==> config.mk <==
export PLATFORM = sky130hd
export DESIGN_NAME = pac_mover
export DESIGN_NICKNAME = d
export VERILOG_FILES = /design/src/rtl/pac_mover.sv
export SDC_FILE = /design/constraint.sdc
export NUM_CORES = 1
export LEC_CHECK = 0
export ABC_AREA = 1
export CAP_MARGIN = 20
export CORE_MARGIN = 2
export CORE_UTILIZATION = 55
export DETAILED_ROUTE_END_ITERATION = 8
export DONT_BUFFER_PORTS = 1
export PLACE_DENSITY = 0.68
export SLEW_MARGIN = 20
export SYNTH_ARGS = -nofsm -noshare
export SYNTH_HDL_FRONTEND = slang
export SYNTH_SLANG_ARGS = --single-unit
==> constraint.sdc <==
create_clock -name clk -period 8.2 [get_ports clk]
set_input_delay 1.23 -clock clk [delete_from_list [all_inputs] [get_ports clk]]
set_output_delay 1.23 -clock clk [all_outputs]
set_load 0.05 [all_outputs]
==> src/rtl/pac_mover.sv <==
`default_nettype none
// +--------------------------------------------------------------------------+
// | pac_mover: tick-driven Pac-Man motion FSM with wall probe and collision. |
// | Rev 1.0                                                                  |
// +--------------------------------------------------------------------------+
module pac_mover #(
  parameter int         STEP    = 1,
  parameter int         SPRITE  = 32,
  parameter logic [9:0] START_X = 10'd32,
  parameter logic [8:0] START_Y = 9'd32,
  parameter int         X_MAX   = 608,
  parameter int         Y_MAX   = 448
) (
  input  logic       clk,
  input  logic       clrn,
  input  logic       tick,
  input  logic       dir_valid,
  input  logic [1:0] dir_req,
  input  logic [9:0] ghost_x,
  input  logic [8:0] ghost_y,
  output logic [9:0] probe_x,
  output logic [8:0] probe_y,
  input  logic       probe_wall,
  output logic [9:0] pac_x,
  output logic [8:0] pac_y,
  output logic [1:0] state,
  output logic       over,
  output logic       busy
);

  localparam logic [1:0] DIR_DOWN  = 2'b00;
  localparam logic [1:0] DIR_UP    = 2'b01;
  localparam logic [1:0] DIR_RIGHT = 2'b10;
  localparam logic [1:0] DIR_LEFT  = 2'b11;

  localparam logic [10:0] C_STEP_X  = 11'(STEP);
  localparam logic [9:0]  C_STEP_Y  = 10'(STEP);
  localparam logic [10:0] C_X_MAX   = 11'(X_MAX);
  localparam logic [9:0]  C_Y_MAX   = 10'(Y_MAX);
  localparam logic [9:0]  C_LEAD_X  = 10'(SPRITE + STEP - 1);
  localparam logic [8:0]  C_LEAD_Y  = 9'(SPRITE + STEP - 1);
  localparam logic [9:0]  C_FAR_X   = 10'(SPRITE - 1);
  localparam logic [8:0]  C_FAR_Y   = 9'(SPRITE - 1);
  localparam logic [9:0]  C_BACK_X  = 10'(STEP);
  localparam logic [8:0]  C_BACK_Y  = 9'(STEP);
  localparam logic [9:0]  C_HIT_X   = 10'(SPRITE);
  localparam logic [8:0]  C_HIT_Y   = 9'(SPRITE);

  typedef enum logic [2:0] {
    S_IDLE   = 3'd0,
    S_NA     = 3'd1,
    S_NB     = 3'd2,
    S_CA     = 3'd3,
    S_CB     = 3'd4,
    S_COMMIT = 3'd5
  } fsm_t;

  fsm_t       fsm_q, fsm_d;
  logic [9:0] pac_x_q, pac_x_d;
  logic [8:0] pac_y_q, pac_y_d;
  logic [1:0] head_q, head_d;
  logic       over_q, over_d;
  logic       pend_valid_q, pend_valid_d;
  logic [1:0] pend_dir_q, pend_dir_d;
  logic       blk_q, blk_d;
  logic       move_q, move_d;
  logic       move_pend_q, move_pend_d;
  logic [1:0] move_dir_q, move_dir_d;
  logic [9:0] new_x_q, new_x_d;
  logic [8:0] new_y_q, new_y_d;

  logic [1:0]  try_dir;
  logic [10:0] nx_w;
  logic [9:0]  ny_w;
  logic        in_bounds;
  logic [9:0]  c1x, c2x;
  logic [8:0]  c1y, c2y;
  logic        probing, second;
  logic        blocked;
  logic [9:0]  commit_x, dx;
  logic [8:0]  commit_y, dy;
  logic        hit;

  // Candidate position and leading-edge corners for the heading being tried.
  // Position math is one bit wider so bound violations show up as overflow.
  always_comb begin
    try_dir   = (fsm_q == S_NA || fsm_q == S_NB) ? pend_dir_q : head_q;
    nx_w      = {1'b0, pac_x_q};
    ny_w      = {1'b0, pac_y_q};
    in_bounds = 1'b0;
    c1x       = pac_x_q;
    c2x       = pac_x_q;
    c1y       = pac_y_q;
    c2y       = pac_y_q;
    case (try_dir)
      DIR_RIGHT: begin
        nx_w      = {1'b0, pac_x_q} + C_STEP_X;
        in_bounds = (nx_w <= C_X_MAX);
        c1x       = pac_x_q + C_LEAD_X;
        c2x       = pac_x_q + C_LEAD_X;
        c2y       = pac_y_q + C_FAR_Y;
      end
      DIR_LEFT: begin
        nx_w      = {1'b0, pac_x_q} - C_STEP_X;
        in_bounds = ({1'b0, pac_x_q} >= C_STEP_X);
        c1x       = pac_x_q - C_BACK_X;
        c2x       = pac_x_q - C_BACK_X;
        c2y       = pac_y_q + C_FAR_Y;
      end
      DIR_DOWN: begin
        ny_w      = {1'b0, pac_y_q} + C_STEP_Y;
        in_bounds = (ny_w <= C_Y_MAX);
        c1y       = pac_y_q + C_LEAD_Y;
        c2y       = pac_y_q + C_LEAD_Y;
        c2x       = pac_x_q + C_FAR_X;
      end
      default: begin
        ny_w      = {1'b0, pac_y_q} - C_STEP_Y;
        in_bounds = ({1'b0, pac_y_q} >= C_STEP_Y);
        c1y       = pac_y_q - C_BACK_Y;
        c2y       = pac_y_q - C_BACK_Y;
        c2x       = pac_x_q + C_FAR_X;
      end
    endcase
  end

  always_comb begin
    probing = (fsm_q == S_NA) || (fsm_q == S_NB) || (fsm_q == S_CA) || (fsm_q == S_CB);
    second  = (fsm_q == S_NB) || (fsm_q == S_CB);
    probe_x = '0;
    probe_y = '0;
    if (probing) begin
      probe_x = second ? c2x : c1x;
      probe_y = second ? c2y : c1y;
    end
    blocked = ~in_bounds | probe_wall;
  end

  always_comb begin
    commit_x = move_q ? new_x_q : pac_x_q;
    commit_y = move_q ? new_y_q : pac_y_q;
    dx       = (commit_x >= ghost_x) ? (commit_x - ghost_x) : (ghost_x - commit_x);
    dy       = (commit_y >= ghost_y) ? (commit_y - ghost_y) : (ghost_y - commit_y);
    hit      = (dx < C_HIT_X) && (dy < C_HIT_Y);
  end

  always_comb begin
    fsm_d        = fsm_q;
    pac_x_d      = pac_x_q;
    pac_y_d      = pac_y_q;
    head_d       = head_q;
    over_d       = over_q;
    pend_valid_d = pend_valid_q;
    pend_dir_d   = pend_dir_q;
    blk_d        = blk_q;
    move_d       = move_q;
    move_pend_d  = move_pend_q;
    move_dir_d   = move_dir_q;
    new_x_d      = new_x_q;
    new_y_d      = new_y_q;

    case (fsm_q)
      S_IDLE: begin
        if (tick && !over_q) begin
          fsm_d  = (pend_valid_q || dir_valid) ? S_NA : S_CA;
          blk_d  = 1'b0;
          move_d = 1'b0;
        end
      end
      // Both pending corners are always sampled so the fallback latency is fixed.
      S_NA: begin
        blk_d = blocked;
        fsm_d = S_NB;
      end
      S_NB: begin
        if (blk_q || blocked) begin
          fsm_d = S_CA;
        end else begin
          move_d      = 1'b1;
          move_pend_d = 1'b1;
          move_dir_d  = pend_dir_q;
          new_x_d     = nx_w[9:0];
          new_y_d     = ny_w[8:0];
          fsm_d       = S_COMMIT;
        end
      end
      S_CA: begin
        if (blocked) begin
          move_d = 1'b0;
          fsm_d  = S_COMMIT;
        end else begin
          fsm_d = S_CB;
        end
      end
      S_CB: begin
        if (blocked) begin
          move_d = 1'b0;
        end else begin
          move_d      = 1'b1;
          move_pend_d = 1'b0;
          move_dir_d  = head_q;
          new_x_d     = nx_w[9:0];
          new_y_d     = ny_w[8:0];
        end
        fsm_d = S_COMMIT;
      end
      S_COMMIT: begin
        pac_x_d = commit_x;
        pac_y_d = commit_y;
        if (move_q) begin
          head_d = move_dir_q;
          if (move_pend_q) begin
            pend_valid_d = 1'b0;
          end
        end
        if (hit) begin
          over_d = 1'b1;
        end
        fsm_d = S_IDLE;
      end
      default: fsm_d = S_IDLE;
    endcase

    // A fresh request always wins over the clear issued by a pending move.
    if (dir_valid) begin
      pend_valid_d = 1'b1;
      pend_dir_d   = dir_req;
    end
  end

  always_ff @(posedge clk or negedge clrn) begin
    if (!clrn) begin
      fsm_q        <= S_IDLE;
      pac_x_q      <= START_X;
      pac_y_q      <= START_Y;
      head_q       <= DIR_RIGHT;
      over_q       <= 1'b0;
      pend_valid_q <= 1'b0;
      pend_dir_q   <= DIR_DOWN;
      blk_q        <= 1'b0;
      move_q       <= 1'b0;
      move_pend_q  <= 1'b0;
      move_dir_q   <= DIR_RIGHT;
      new_x_q      <= START_X;
      new_y_q      <= START_Y;
    end else begin
      fsm_q        <= fsm_d;
      pac_x_q      <= pac_x_d;
      pac_y_q      <= pac_y_d;
      head_q       <= head_d;
      over_q       <= over_d;
      pend_valid_q <= pend_valid_d;
      pend_dir_q   <= pend_dir_d;
      blk_q        <= blk_d;
      move_q       <= move_d;
      move_pend_q  <= move_pend_d;
      move_dir_q   <= move_dir_d;
      new_x_q      <= new_x_d;
      new_y_q      <= new_y_d;
    end
  end

  assign pac_x = pac_x_q;
  assign pac_y = pac_y_q;
  assign state = head_q;
  assign over  = over_q;
  assign busy  = (fsm_q != S_IDLE);

endmodule
`default_nettype wire

==> impl_summary.txt <==
----------------------------------------------------
[Timing]
  Pin slew with the least headroom to its limit ... approximately 1.1 ns
  Post-Route Setup TNS ... 0 ns
  Maximum clock skew at final layout ... 0.0127 ns
  Rel. slew slack ... 24.1%
  Maximum clock frequency ... roughly 220 MHz
  Final critical-path share of the clock period ... 54.4%
  RSZ-0062 raised after global routing ... false
  Shortest clock period the worst path allows after layout ... about 4.5 ns
  Final number of setup-violating endpoints ... 0
  Final Hold Slack ... 0.482 ns
  Final count of pins violating max slew ... 0
  Final Hold Violating Endpoints ... 0

[Final layout]
  Finished Core Util ... 57.7%
  Share of layout cells above drive strength 1 ... 11.6%
  Post-layout net count ... 988
  Number of inserted diodes ... 0
  Area growth from synthesis to layout ... 2.99%

[Route]
  Initial drt markers ... 530
  Routed via count ... 6010
  Detailed-route vias per instance ... 5.70
  Pre-Repair DR Iteration Count ... 5
  Post-detailed-route count of antenna-violating nets ... 0
  Post-Route WL ... 15800 um
  Remaining DRCs ... 0
  Per-cell routed wire length ... 15.0 um

[Logic synthesis]
  Synthesized netlist net count ... 1010
  Number of storage elements in the synthesis netlist ... 52
  Fraction of synthesis flops using an asynchronous set or reset pin ... 100%
  Portion of synthesized cell area occupied by the leading cell type ... roughly a fifth
  Post-synth design cell area ... 0.00602 mm^2
  Number of synthesized flops with an enable pin ... 0
  Top cells by area in the synthesized netlist ... dfrtp_1 19%, nand2_1 15%, ha_1 10%, inv_1 8.0%, o21ai_0 6.1%
  Sequential-to-total area share from yosys stat ... 21.7%
  Number of different library cells in the post-synthesis netlist ... 50
  Number of warnings printed during yosys synthesis ... 0
  Ys flop type ... dfrtp_1
  Cell type with the largest total area after synthesis ... dfrtp_1
  Top-count cell post-synth ... nand2_1
  Synthesized area divided by synthesized cell count ... 6.44 um^2
  Leading cell types by count after synthesis ... 240 x nand2_1, 128 x inv_1, 74 x nor2_1, 73 x o21ai_0, 51 x nand3_1
  Synthesized netlist cell count ... between 900 and 1000

[Setup path]
  Number of cells on the worst reg-to-reg path ... 16
  Flop2flop setup slack ... 4.52 ns
  Critical Path Max Stage Delay ... just under 0.9 ns
  Setup crit end kind ... output port
  Element type at the critical path start ... register
  Max FO, Critical Path ... 22
  Worst r2r dst ... over$_DFFE_PN0P_
  Data arrival time of the critical path ... 3.23 ns
  Cell class contributing the biggest share of worst-path delay ... compound AO/OA/AOI/OAI gates
  Critical Setup Path Class ... register to output port
  Worst flop-to-flop path startpoint ... move_q$_DFFE_PN0P_
  WP buf/inv ... 1
  Critical-path cell list ... nand3b_1, nand2_4, nor2_1, inv_2, o21ai_2, o21ai_0, a21oi_1
  Required time of the critical path ... approximately 7 ns
  Max stage delay cell, worst path ... a21oi_1

[Clock tree]
  Clock transition at the registers of the reported paths ... ~0.1 ns
  Clock tree from TritonCTS ... built
  Clock latency reported for the late side of the worst-skew pair ... 0.33 ns
  Post-cts resize count ... 0
  Post-CTS setup buffer count ... 0
  Number of levels in the clock H-tree ... 2
  Clock root buffer master ... clkbuf_8
  Maximum buffer depth of the clock tree ... 2
  Quantity of hold-fixing buffers added after cts ... 0
  Clock buffers created by TritonCTS ... 5
  Number of clock sinks seen by CTS ... 52

[Floorplan]
  Full die area ... 0.0118 mm^2
  Number of cell rows ... 38
  Die Span Y ... roughly 110 um
  Die Width ... between 100 and 150 um
  Core Footprint ... 0.0107 mm^2
  Top-level I/O count ... 68
  Initial core utilization ... 56.0%

[Placement]
  Routability Congestion ... between 0.9 and 1
  Estimated wirelength of the detail-placed design ... between 10000 and 15000 um
  Number of I/O port buffers ... 0

[Min path]
  Cells on Worst Hold Path ... 2
  Worst Hold Class ... register to register
  Hold worst-path end ... new_x_q[3]$_DFFE_PN0P_
  Hold Crit Start ... new_x_q[3]$_DFFE_PN0P_

[Run status]
  Status ... finished, final reports clean

[Pwr]
  Overall power consumption ... 468 uW
  Pwr/cell area ... 75.5 mW/mm^2
  Leakage dissipation ... 3.21 nW
  Worst supply voltage drop on vdd ... 0.0565 mV

[Global route]
  Via count of the first global-routing pass ... 5635
  Number of antenna violations at the first check in global routing ... 0
  Total routing usage reported by global routing ... a little over a quarter
  Met3 usage in global routing ... approximately 5.0%
  Leftover overflow at the end of global routing ... 0
  Layer with the highest usage ... met2
  Pin count of the biggest net entering global routing ... 53
  Wire length of the first global-routing pass ... about 26000 um
  Global-route track usage on met1 ... 36.2%
  Met2 global-route usage ... 45.7%

[Flow run]
  Maximum Capacitance Violations ... 0

----------------------------------------------------
[report_power, final]
group	total (mW)	internal, mW	switching, mW
clock	0.160	0.0625	0.0973
combinational	0.0511	0.0189	0.0322
sequential	0.257	0.257	0.000209
[flip-flops by register name (all words and copies together) (netlist names), 2 cells and up]
name / count
move_dir_q: 2
new_y_q: 9
pac_x: 10
pac_y: 9
new_x_q: 10
pend_dir_q: 2
state: 2
fsm_q: 3
[tightest hold or removal path, delay by kind of cell (launching register included)]
family           cells  cell delay, ns
flip-flops           1            0.35
AND/OR/NAND/NOR      1            0.06
AO/OA/AOI/OAI        1            0.05
[area by class of cell]
class	instances	area (um^2)
clock buffers	5	68.8
inverters	140	528
fillers	1076	4540
multi-input cells	709	4060
well taps	140	175
clock inverters	3	26.3
repair buffers	5	37.5
flip-flops and latches	52	1310
[cells in the final DEF (no fill, tap or decap), drive strengths merged, types with 6 or more instances in the layout]
master / n
inv: 139
dfrtp: 46
a211oi: 13
nor3: 15
xor2: 24
nand4: 15
o21ai: 97
nand2: 248
o22ai: 7
dfstp: 6
a21oi: 51
or2: 20
nor2: 80
ha: 49
nand3: 55
[metrics by stage]
| stage | area, um^2 | std cells | worst slack [ns] |
|---|---|---|---|
| 4_1_cts | 6200 | 1054 | 3.74 |
| 5_1_grt | 6200 | 1054 | 3.53 |
| 3_3_place_gp | 6110 | 1046 | 4.18 |
| 2_1_floorplan | 6020 | 935 | 2.86 |
| 6_report | 6200 | 1054 | 3.74 |
| 3_5_place_dp | 6110 | 1046 | 4.10 |
[per-layer routing]
metal	wire length [um]	share of wire (%)
met1	7150	45
met2	7310	46
met4	300	1.9
met3	1010	6.4
met5	0	0
[logic make-up after synthesis]
group / synth area share (%)
AO/OA/AOI/OAI: 20.0
AND/OR/NAND/NOR: 32.4
XOR/XNOR: 3.78
buffers and inverters: 11.9
adder cells (fa/ha/maj): 10.2
flip-flops: 21.7
[worst max-delay path by stage]
| stage | start | slack, ns | depth (start not counted) | end |
|---|---|---|---|---|
| 4_1_cts | pac_y[0]$_DFFE_PN0P_ | 3.74 | 9 | probe_y[6] |
| 2_1_floorplan | pac_x[5]$_DFFE_PN1P_ | 2.86 | 8 | probe_x[7] |
| 3_5_place_dp | state[1]$_DFFE_PN1P_ | 4.10 | 7 | probe_x[0] |
| 5_1_grt | state[1]$_DFFE_PN1P_ | 3.53 | 7 | probe_x[0] |
| 6_report | state[1]$_DFFE_PN1P_ | 3.74 | 7 | probe_x[0] |
| 3_3_place_gp | state[1]$_DFFE_PN1P_ | 4.18 | 7 | probe_x[0] |
Note: power is estimated with default switching activity, not from simulation.
